<file path="config.mk">
export PLATFORM = sky130hd
export DESIGN_NAME = imem_loader
export DESIGN_NICKNAME = d
export VERILOG_FILES = /design/src/rtl/imem_loader_pkg.sv /design/src/rtl/imem_loader_word_assembler.sv /design/src/rtl/imem_loader.sv
export SDC_FILE = /design/constraint.sdc
export NUM_CORES = 1
export LEC_CHECK = 0
export CAP_MARGIN = 20
export CORE_MARGIN = 2
export CORE_UTILIZATION = 33
export DETAILED_ROUTE_END_ITERATION = 7
export HOLD_SLACK_MARGIN = 0.12
export SLEW_MARGIN = 25
export SYNTH_ARGS = -nofsm -noshare
export SYNTH_HDL_FRONTEND = slang
export SYNTH_SLANG_ARGS = --single-unit
</file>
<file path="constraint.sdc">
create_clock -name clock -period 2.75 [get_ports clock]
set_input_delay 0.55 -clock clock [delete_from_list [all_inputs] [get_ports clock]]
set_output_delay 0.55 -clock clock [all_outputs]
set_load 0.05 [all_outputs]
</file>
<file path="src/rtl/imem_loader_pkg.sv">
// Shared definitions for the instruction-memory loader: FSM state encoding,
// the number of byte lanes per instruction word and the largest legal word count.
// Ports: none (package only).
package imem_loader_pkg;

    typedef enum logic [2:0] {
        IDLE   = 3'd0,
        HEADER = 3'd1,
        DATA   = 3'd2,
        WRITE  = 3'd3,
        CHECK  = 3'd4,
        DONE   = 3'd5,
        ERROR  = 3'd6
    } loaderState_t;

    // Four bytes make one instruction word.
    localparam int BYTE_LANES = 4;

    // Largest count byte accepted for a memory of 2**addrWidth words.
    function automatic int maxCount(input int addrWidth);
        return 1 << addrWidth;
    endfunction

endpackage

</file>
<file path="src/rtl/imem_loader_word_assembler.sv">
// Packs four consecutive bytes into a little-endian word; the first byte lands in [7:0].
// Ports: clock/reset, clear (restart at lane 0), byteEn/byteIn (one accepted byte),
//        word (assembled word, meaningful while lastByte is high), lastByte (4th byte now).
module word_assembler
    import imem_loader_pkg::*;
(
    input  logic        clock,
    input  logic        reset,
    input  logic        clear,
    input  logic        byteEn,
    input  logic [7:0]  byteIn,
    output logic [31:0] word,
    output logic        lastByte
);

    logic [1:0] laneIdx;
    logic [7:0] lane0;
    logic [7:0] lane1;
    logic [7:0] lane2;

    always_ff @(posedge clock or posedge reset) begin
        if (reset) begin
            laneIdx <= 2'd0;
            lane0   <= 8'd0;
            lane1   <= 8'd0;
            lane2   <= 8'd0;
        end else if (clear) begin
            laneIdx <= 2'd0;
        end else if (byteEn) begin
            case (laneIdx)
                2'd0:    lane0 <= byteIn;
                2'd1:    lane1 <= byteIn;
                2'd2:    lane2 <= byteIn;
                default: ;
            endcase
            // Wraps 3 -> 0 on the 4th byte, ready for the next word.
            laneIdx <= laneIdx + 2'd1;
        end
    end

    // The 4th byte is taken straight from the input so the caller can register
    // the complete word on the same edge that accepts that byte.
    assign lastByte = byteEn && (laneIdx == 2'(BYTE_LANES - 1));
    assign word     = {byteIn, lane2, lane1, lane0};

endmodule

</file>
<file path="src/rtl/imem_loader.sv">
// Loads a program into instruction memory from a byte stream: count N, 4*N data bytes, checksum.
// Ports: clock/reset; start (load request); byte_valid/byte_data/byte_ready (byte stream);
//        wr_en/wr_addr/wr_data (memory write port); cpu_hold, done, error (status). All outputs registered.
module imem_loader
    import imem_loader_pkg::*;
#(
    parameter int DATA_WIDTH = 32,
    parameter int ADDR_WIDTH = 6
) (
    input  logic                  clock,
    input  logic                  reset,
    input  logic                  start,
    input  logic                  byte_valid,
    input  logic [7:0]            byte_data,
    output logic                  byte_ready,
    output logic                  wr_en,
    output logic [ADDR_WIDTH-1:0] wr_addr,
    output logic [DATA_WIDTH-1:0] wr_data,
    output logic                  cpu_hold,
    output logic                  done,
    output logic                  error
);

    loaderState_t state;
    loaderState_t stateNext;

    logic [ADDR_WIDTH-1:0] wordIdx;
    logic [ADDR_WIDTH-1:0] lastIdx;
    logic [7:0]            checksum;

    logic        accept;
    logic        loadStart;
    logic        countBad;
    logic        dataByteEn;
    logic [31:0] asmWord;
    logic        asmLast;

    assign accept     = byte_valid && byte_ready;
    assign loadStart  = start && ((state == IDLE) || (state == DONE) || (state == ERROR));
    assign countBad   = (byte_data == 8'd0) || (int'({24'd0, byte_data}) > maxCount(ADDR_WIDTH));
    assign dataByteEn = accept && (state == DATA);

    word_assembler u_asm (
        .clock    (clock),
        .reset    (reset),
        .clear    (loadStart),
        .byteEn   (dataByteEn),
        .byteIn   (byte_data),
        .word     (asmWord),
        .lastByte (asmLast)
    );

    always_ff @(posedge clock or posedge reset) begin
        if (reset) begin
            state <= IDLE;
        end else begin
            state <= stateNext;
        end
    end

    always_comb begin
        stateNext = state;
        case (state)
            IDLE, DONE, ERROR: begin
                if (start) stateNext = HEADER;
            end
            HEADER: begin
                if (accept) stateNext = countBad ? ERROR : DATA;
            end
            DATA: begin
                if (asmLast) stateNext = WRITE;
            end
            WRITE: begin
                stateNext = (wordIdx == lastIdx) ? CHECK : DATA;
            end
            CHECK: begin
                if (accept) stateNext = (byte_data == checksum) ? DONE : ERROR;
            end
            default: stateNext = IDLE;
        endcase
    end

    // Outputs are registered from the next state so they line up with the
    // state they describe without any input-to-output combinational path.
    always_ff @(posedge clock or posedge reset) begin
        if (reset) begin
            wordIdx    <= '0;
            lastIdx    <= '0;
            checksum   <= 8'd0;
            byte_ready <= 1'b0;
            wr_en      <= 1'b0;
            wr_addr    <= '0;
            wr_data    <= '0;
            cpu_hold   <= 1'b0;
            done       <= 1'b0;
            error      <= 1'b0;
        end else begin
            if (loadStart) begin
                wordIdx  <= '0;
                checksum <= 8'd0;
            end
            if ((state == HEADER) && accept && !countBad) begin
                // Store N-1 so the final-word test is a plain equality; N<=2**ADDR_WIDTH fits.
                lastIdx <= ADDR_WIDTH'(byte_data - 8'd1);
            end
            if (dataByteEn) begin
                checksum <= checksum ^ byte_data;
            end
            if ((state == WRITE) && (wordIdx != lastIdx)) begin
                wordIdx <= wordIdx + {{(ADDR_WIDTH-1){1'b0}}, 1'b1};
            end
            if (asmLast) begin
                wr_addr <= wordIdx;
                wr_data <= asmWord;
            end
            byte_ready <= (stateNext == HEADER) || (stateNext == DATA) || (stateNext == CHECK);
            wr_en      <= (stateNext == WRITE);
            done       <= (stateNext == DONE);
            error      <= (stateNext == ERROR);
            cpu_hold   <= (stateNext != IDLE) && (stateNext != DONE);
        end
    end

endmodule

</file>
### Word-level counts from Yosys, hierarchy flattened

Index checks and enable logic that the tools add are counted.

* add/sub/neg operators: 3
* equality and inequality tests: 19
* magnitude comparators: 1
* reduce and logical (&&, ||, !) cells: 24
* mux-type cells: 14
* bitwise gates (word level): 2

Operators by type and width (number)
* equality test 3 bit, second input constant: 6
* two-way mux 3 bit: 6
* two-way mux 8 bit: 2
* case mux 3 bit (5 select lines): 1
* equality test 3 x 2 -> 1 bit, second input constant: 4
* two-way mux 6 bit: 2
* AND reduction 3 bit: 3
* equality test 8 bit: 1
* greater-than comparator 8 x 7 -> 1 bit, second input constant: 1
* logical AND 1 bit: 8
* zero test 8 bit: 1
* XOR 8 bit: 1
* adder 6 x 1 -> 6 bit, second input constant: 1
* equality test 3 x 1 -> 1 bit, second input constant: 2
* equality test 6 bit: 1
* two-way mux 2 bit: 3
* != test 6 bit: 1
* subtractor 6 x 1 -> 6 bit, second input constant: 1
* logical OR 1 bit: 5
* equality test 2 bit, second input constant: 2
* nonzero test 2 bit: 2
* zero test 3 bit: 1
* != test 3 bit, second input constant: 1
* nonzero test 3 bit: 1
* other kinds (6): 6

* register bits: 92

### Longest topological paths before layout

Gate-level depths: netlist (run 1).

* depth in word-level cells: 8
* gate-level depth with buffers: 10

### Cells and area by module

Synthesis (run 1) repeated with hierarchy kept, for this count alone.

* cell total of the unflattened synthesis: 334
* area total of the unflattened synthesis: 4269.1 µm²

By module, submodules not included
* imem_loader: seq. area each 1651.6 µm², area an instance 3118.0 µm², instances 1, cells each 260
* word_assembler: seq. area each 650.6 µm², area an instance 1151.1 µm², instances 1, cells each 74

### Least setup slack after synthesis (run 1)

OpenSTA, ideal clock, no wires.

* path type: reg2reg
* from: register byte_ready
* to: register wr_data[0]
* arrival: 1886 ps
* setup time: 125 ps
* slack: 739 ps
* cell stages (with the launch flop): 7
* required time: 2625 ps
* period minus slack after synthesis: 2011 ps
* cell sequence: dfrtp_1 nand2_1 nor3_4 nand2_2 inv_2 buf_6 mux2_2

* word-level cells in the longest chain between the ends: 3

Ends and longest elaborated chain
* start, declared: line imem_loader.sv:15 `output logic byte_ready,`
* start signal, assigned: line imem_loader.sv:116 `byte_ready <= (stateNext == HEADER) || (stateNext == DATA) || (stateNext == CHECK);`
* logical AND 1 bit: line imem_loader.sv:38 `assign accept = byte_valid && byte_ready;`
* logical AND 1 bit: line imem_loader.sv:41 `assign dataByteEn = accept && (state == DATA);`
* logical AND 1 bit: line imem_loader_word_assembler.sv:43 `assign lastByte = byteEn && (laneIdx == 2'(BYTE_LANES - 1));`
* end signal, assigned: line imem_loader.sv:114 `wr_data <= asmWord;`
* end, declared: line imem_loader.sv:18 `output logic [DATA_WIDTH-1:0] wr_data,`

No other way between the ends.
A chain may end at the register's enable or synchronous reset.

### Worst setup path after layout (run 1)

* from: input byte_data[0]
* to: register lastIdx[0]

* word-level cells in the longest chain between the ends: 4
* elaborated cells on any way between the ends: 6
* classes of those cells: add/sub: 1; order compare: 1; reduce/logical: 4

Ends and longest elaborated chain
* start, declared: line imem_loader.sv:14 `input logic [7:0] byte_data,`
* greater-than comparator 8 x 7 -> 1 bit or zero test 8 bit (tied branches): line imem_loader.sv:40 `assign countBad = (byte_data == 8'd0) || (int'({24'd0, byte_data}) > maxCount(ADDR_WIDTH));`
* logical OR 1 bit: line imem_loader.sv:40
* zero test 1 bit: line imem_loader.sv:102 `if ((state == HEADER) && accept && !countBad) begin`
* logical AND 1 bit: line imem_loader.sv:102
* end signal, assigned: line imem_loader.sv:104 `lastIdx <= ADDR_WIDTH'(byte_data - 8'd1);`
* end, declared: line imem_loader.sv:28 `logic [ADDR_WIDTH-1:0] lastIdx;`

Parallel ways exist; a longest one is shown, timed or not.

==> results by group, run 1 <==
GRT
  – Total global routing overflow: 0
  – Initial antenna violation count: 0
  – First-pass GRT wire length: 14.52 mm
  – Largest net degree at the start of global routing: 93
  – GRT Total Usage: 0.1426
  – Vias in the first global route: approximately 2,800

Power and ir drop
  – Sw Share: 0.3390
  – Reg power frac: 0.451
  – Overall power: around 4100 uW
  – Internal power: between 2000 and 3000 uW
  – P_sw: between 1000 and 1500 uW
  – Leak pwr: approximately 0.0024 uW
  – Combinational power share: 0.253
  – Clock share of power: 0.296
  – Cell Pwr Density: a little over 800 nW/um^2
  – Maximum vdd drop: around 0.36 mV

Placement
  – Port bufs: 54
  – GP Congestion: between 0.7 and 0.8
  – Cell Area, Placed: 4827 um^2
  – Hpwl dp: 6.175 mm

Worst hold path
  – Hold Path Class: flop to flop
  – Hold Crit Depth: 2
  – Hold Path End: wr_addr[5]
  – Hold Crit Start: wr_addr[5]

Timing
  – Slew @ Worst Pin: roughly 740 ps
  – Pins Over Slew Limit: 0
  – RSZ-0062 raised after global routing: no
  – # setup viols final: 0
  – Final TNS setup: 0 ps
  – Clock Skews: approximately 12 ps
  – Fmax: 411.4 MHz
  – Final hold violations: 0
  – Fin crit period: 2431 ps
  – Slew margin rel.: 0.5070
  – Period utilization: 0.8838

Setup path
  – Critical R2R Launch: state[0]
  – Arrival time worst endpoint: about 2700 ps
  – Critical Path Start Type: primary input
  – R2r endpoint: lastIdx[0]
  – Crit Path Max Fanout: 11
  – Crit-path cells: clkdlybuf4s50_1 -> inv_1 -> ha_1 -> nand2b_1 -> nor4_1 -> mux2i_1 -> nor2_1 -> mux2_2
  – Worst path required time: 2970 ps
  – WS Path Type: primary input to flop
  – Worst path slowest cell: nor2_1
  – Worst r2r path cells: 5
  – Max stage delay on crit path: around 500 ps
  – Crit. End Element: flop
  – Reg-to-reg slack, setup: between 600 and 700 ps

Run status
  – Outcome: finished, final reports clean

Final layout
  – Design area: 5127 um^2
  – Post-layout util: 0.4269
  – Share of layout cells above drive strength 1: 0.1927
  – Layout Nets: between 400 and 500
  – Area growth, synth to finish: 26.21%
  – Commonest non-fill, non-tap cell in the layout: dfrtp_1
  – Most frequent cells in the layout: 92 x dfrtp_1, 64 x nand2_1, 54 x clkdlybuf4s50_1
  – # diodes: 0

Detailed routing
  – Met1 Wirelength: 4.378 mm
  – Post-route ant nets: 0
  – Routed WL per cell: between 15 and 20 um
  – Max Used Layer: met4
  – Routed wl met2: roughly 4.0 mm
  – Iteration-0 DRC Markers: approximately 190
  – Vias per Instance: 4.816
  – 1st-pass router iterations: 5
  – Via count: approximately 2,800
  – Drt total wl: just under 9 mm
  – DRC violations left: 0
  – Routed wl met3: roughly 230 um

Clock network
  – Num CTS Buffers: 9
  – PostCTS Resize Cnt: 0
  – Clock sinks: just over 90
  – # hold bufs at CTS: 0
  – Depth of the CTS H-tree: 3
  – CTS tree: done
  – CTS root buf: clkbuf_16
  – Clock transition at path regs: about 60 ps
  – Clk_lat worst skew: between 300 and 400 ps
  – Post-CTS setup buffer count: 0
  – Max Root-Sink Buffers: 2

Floorplanning
  – Io pins: 55
  – Std cell rows: 40
  – Die area: 13,210 um^2
  – Die height: roughly 110 um
  – Die X-Extent: roughly 110 um
  – Core area: 12,010 um^2
  – Initial Util: 0.3382

Logic synthesis
  – Main synth FF type: dfrtp_1
  – Yosys warnings: 0
  – Average cell area after synthesis: approximately 11 um^2
  – Mapped Area: 4063 um^2
  – Ys async rst share: 1.000
  – EDFF count, synth: 0
  – Yosys cell types: 42
  – Gate Count Post-Synth: ~370
  – Post-Synthesis Net Count: ~380
  – Register area share after synthesis: 0.5667
  – Synth Register Bits: slightly above 90

Flow run
  – Max-Cap Viols: 0
-- synth_stat cells, types with 6 or more instances --
library cell / count / share of area
inv_1: 11 / 0.010
nand2_1: 64 / 0.059
a21oi_1: 7 / 0.0086
nor2_1: 21 / 0.019
clkbuf_1: 9 / 0.0083
ha_1: 6 / 0.018
dfrtp_1: 92 / 0.57
nand2b_1: 7 / 0.011
mux2_2: 40 / 0.11
o21ai_0: 35 / 0.043
xnor2_1: 14 / 0.030
nand3_1: 9 / 0.011
-- power groups by stage --
| stage | sequential [uW] | clock, uW | combinational, uW |
|---|---|---|---|
| final | 1870 | 1230 | 1050 |
| after global routing | 1920 | 1310 | 1180 |
| after CTS | 1870 | 1250 | 1060 |
| after detailed placement | 1900 | 0 | 1060 |
| after global placement | 1880 | 0 | 1030 |
| after floorplan | 1940 | 0 | 720 |
-- cell families after synthesis --
| kind of cell | after synthesis | synth area share |
|---|---|---|
| AO/OA/AOI/OAI | 53 | 0.07330 |
| XOR/XNOR | 18 | 0.03880 |
| adder cells (fa/ha/maj) | 7 | 0.02094 |
| buffers and inverters | 31 | 0.04065 |
| flip-flops | 92 | 0.5667 |
| multiplexers | 44 | 0.1235 |
| AND/OR/NAND/NOR | 121 | 0.1361 |
-- critical path: cells and delay by family --
family | cells | cell delay (ps)
adder cells (fa/ha/maj) | 1 | 200
buffers and inverters | 2 | 510
multiplexers | 2 | 560
AND/OR/NAND/NOR | 3 | 830
-- flip-flops by register name, indices dropped and copies added (netlist names), 6 cells and up --
signal	count
checksum	8
wr_addr	6
u_asm.lane1	8
wr_data	32
u_asm.lane0	8
lastIdx	6
wordIdx	6
u_asm.lane2	8
-- final cells by class --
| class | count | area (um^2) |
|---|---|---|
| Inverter | 13 | 57.56 |
| Fill cell | 1149 | 6884 |
| Clock inverter | 7 | 75.07 |
| Multi-Input combinational cell | 243 | 1595 |
| Tap cell | 147 | 183.9 |
| Sequential cell | 92 | 2302 |
| Clock buffer | 9 | 225.2 |
| Timing Repair Buffer | 72 | 688.2 |
-- per-stage QoR --
step	worst slack [ps]	std cells	hold slack [ps]
floorplan	739.3	366	444.4
detailed placement	-35.47	567	466.0
global route	160.6	583	504.6
finish	319.5	583	474.8
CTS	317.5	583	482.2
global placement	38.68	567	456.8
-- worst max path at each step --
stage	end	start
4_1_cts	lastIdx[0]	byte_data[1]
2_1_floorplan	wr_data[0]	byte_ready
6_report	lastIdx[0]	byte_data[0]
3_3_place_gp	lastIdx[0]	byte_data[0]
5_1_grt	lastIdx[0]	byte_data[1]
3_5_place_dp	lastIdx[0]	byte_data[1]
-- layer usage --
layer / global-route usage / vias to the layer above
li1: - / 1363
met2: 0.2157 / 56
met1: 0.2011 / 1383
met3: 0.02794 / 6
met5: 0 / -
met4: 0.05944 / 0
Power figures use the tool's default switching activity.
==> inputs of run 2 (changes only) <==
Settings changed: CORE_MARGIN 2 to default, SETUP_SLACK_MARGIN from default to 0.3.
==> run 2 against run 1 <==
Effect of this change:
- via count shrank 1.2%
- clock skew up 1.2 ps
- cell count down 0.34%
- combinational power about the same
- maximum frequency grew 5.0%
- sequential power about the same
- sequential cell count stayed put
==> results by group, run 2 (synthesis results as in run 1) <==
Flow run
  – Max-Cap Viols: 0 (unchanged)

GRT
  – GRT Total Usage: 0.1451 (+0.002507)
  – Total global routing overflow: 0 (unchanged)
  – Largest net degree at the start of global routing: 73 (-22%)
  – First-pass GRT wire length: 14.23 mm (-1.9%)
  – Initial antenna violation count: 0 (unchanged)
  – Vias in the first global route: 2,744 (-1.9%)

Power and ir drop
  – Cell Pwr Density: 808.9 nW/um^2 (about the same)
  – Clock share of power: 0.296 (about the same)
  – Overall power: 4137 uW (-0.23%)
  – Internal power: 2741 uW (about the same)
  – Sw Share: 0.3374 (-0.001549)
  – P_sw: 1396 uW (-0.69%)
  – Maximum vdd drop: 0.3081 mV (-14%)
  – Combinational power share: 0.253 (about the same)
  – Reg power frac: 0.452 (about the same)
  – Leak pwr: 0.002344 uW (-0.40%)

Clock network
  – Depth of the CTS H-tree: 3 (unchanged)
  – CTS tree: done
  – CTS root buf: clkbuf_16
  – Max Root-Sink Buffers: 2 (unchanged)
  – # hold bufs at CTS: 0 (unchanged)
  – Num CTS Buffers: 9 (unchanged)
  – Post-CTS setup buffer count: 0 (unchanged)
  – Clock transition at path regs: 70 ps (about the same)
  – Clock sinks: 92 (unchanged)
  – Clk_lat worst skew: 350 ps (about the same)

Detailed routing
  – Routed WL per cell: 14.75 um (-1.7%)
  – Vias per Instance: 4.773 (-0.91%)
  – Post-route ant nets: 0 (unchanged)
  – Drt total wl: 8.569 mm (-2.1%)
  – DRC violations left: 0 (unchanged)
  – Iteration-0 DRC Markers: 183 (-5.7%)
  – 1st-pass router iterations: 4 (-1)
  – Via count: 2,773 (-1.2%)

Timing
  – # setup viols final: 0 (unchanged)
  – Fmax: 432.2 MHz (+5.0%)
  – Slew @ Worst Pin: 707.7 ps (-30.25 ps)
  – Slew margin rel.: 0.5272 (+0.02021)
  – RSZ-0062 raised after global routing: no
  – Hold WS: 475.3 ps (+0.5200 ps)
  – Clock Skews: 12.93 ps (+1.214 ps)
  – Pins Over Slew Limit: 0 (unchanged)
  – Fin crit period: 2314 ps (-116.5 ps)
  – Period utilization: 0.8415 (-0.04237)
  – Final hold violations: 0 (unchanged)

Setup path
  – Crit Path Max Fanout: 11 (unchanged)
  – Critical Path Start Type: primary input
  – Arrival time worst endpoint: 2530 ps (-120 ps)
  – Worst path required time: 2970 ps (about the same)
  – Crit. End Element: flop
  – WS Path Type: primary input to flop

Floorplanning
  – Std cell rows: 40 (unchanged)
  – Die height: 113.0 um (-1.7%)
  – Die area: 12,760 um^2 (-3.4%)
  – Io pins: 55 (unchanged)
  – Core area: 12,010 um^2 (unchanged)
  – Initial Util: 0.3382 (unchanged)
  – Die X-Extent: 113.0 um (-1.7%)

Final layout
  – Commonest non-fill, non-tap cell in the layout: dfrtp_1
  – Area growth, synth to finish: 25.90%
  – Share of layout cells above drive strength 1: 0.1912 (-0.001416)
  – Design area: 5115 um^2 (-0.24%)
  – # diodes: 0 (unchanged)
  – Layout Nets: 447 (-0.45%)
  – Most frequent cells in the layout: 92 x dfrtp_1, 64 x nand2_1, 54 x clkdlybuf4s50_1
  – Largest Register: wr_data
  – Max reg flops: 32 (unchanged)

Worst hold path
  – Hold Path Class: flop to flop

Placement
  – Cell Area, Placed: 4812 um^2 (-0.31%)
  – GP Congestion: 0.7341 (-5.4%)
  – Port bufs: 54 (unchanged)
  – Hpwl dp: 6.036 mm (-2.3%)

Run status
  – Outcome: finished, final reports clean
run 2: changes by cell type in the layout (fill, tap and decap cells not counted):
cell / delta
buf_4: -2
clkinv_4: -1
inv_6: +1
nor2_1: -1
nor2_2: +1
run 2: worst paths after layout:
check	cells past startpoint	startpoint	endpoint	slack [ps]
max	8	byte_data[1]	lastIdx[0]	440
min	2	wr_addr[5]	wr_addr[5]	480
max reg2reg	5	state[0]	lastIdx[0]	750
min reg2reg	2	wr_addr[5]	wr_addr[5]	480
max in group asynchronous	3	reset	checksum[0]	1470
min in group asynchronous	2	reset	wr_data[2]	580
run 2: routing by layer:
metal  vias up  routed length [um]  part of all wire  global-route usage
li1       1358                   -                 -                   -
met1      1361                4132              0.48              0.2049
met2        49                4033              0.47              0.2235
met3         5                 329             0.038             0.03374
met4         0                  74            0.0086             0.04211
met5         -                   0                 0                   0
run 2: layout make-up:
cell class | instances | area (um^2)
tap | 147 | 183.9
inverter | 13 | 57.56
clock buffer | 9 | 225.2
timing repair buffer | 70 | 673.1
clock inverter | 7 | 75.07
sequential | 92 | 2302
multi-input combinational | 243 | 1598
fill | 1170 | 6897
run 2: per-stage QoR:
| step | util | worst slack [ps] | instances | TNS [ps] |
|---|---|---|---|---|
| 6_report | 0.4258 | 436.0 | 581 | 0 |
| 3_3_place_gp | 0.4006 | 13.07 | 565 | 0 |
| 4_1_cts | 0.4258 | 458.7 | 581 | 0 |
| 2_1_floorplan | - | 739.3 | 366 | 0 |
| 5_1_grt | 0.4258 | 314.8 | 581 | 0 |
| 3_5_place_dp | 0.4006 | -67.66 | 565 | -67.66 |
run 2: critical path, stage by stage:
cell             delay, ps
clkdlybuf4s50_1        480
inv_1                  110
ha_1                   180
nand2b_1                90
nor4_1                 230
mux2i_1                170
nor2_2                 330
mux2_2                 380
run 2: power groups by stage:
stage	registers [uW]	clock network [uW]	logic, uW
2_1_floorplan	1940	0	720
3_5_place_dp	1900	0	1060
6_report	1870	1220	1050
5_1_grt	1910	1310	1170
3_3_place_gp	1890	0	1020
4_1_cts	1870	1260	1060
run 2: repair_timing:
item | CTS | global route
endpoints found under the hold margin | 0 | 0
setup endpoints to repair | 1 | 0
gates resized for setup | 1 | 0
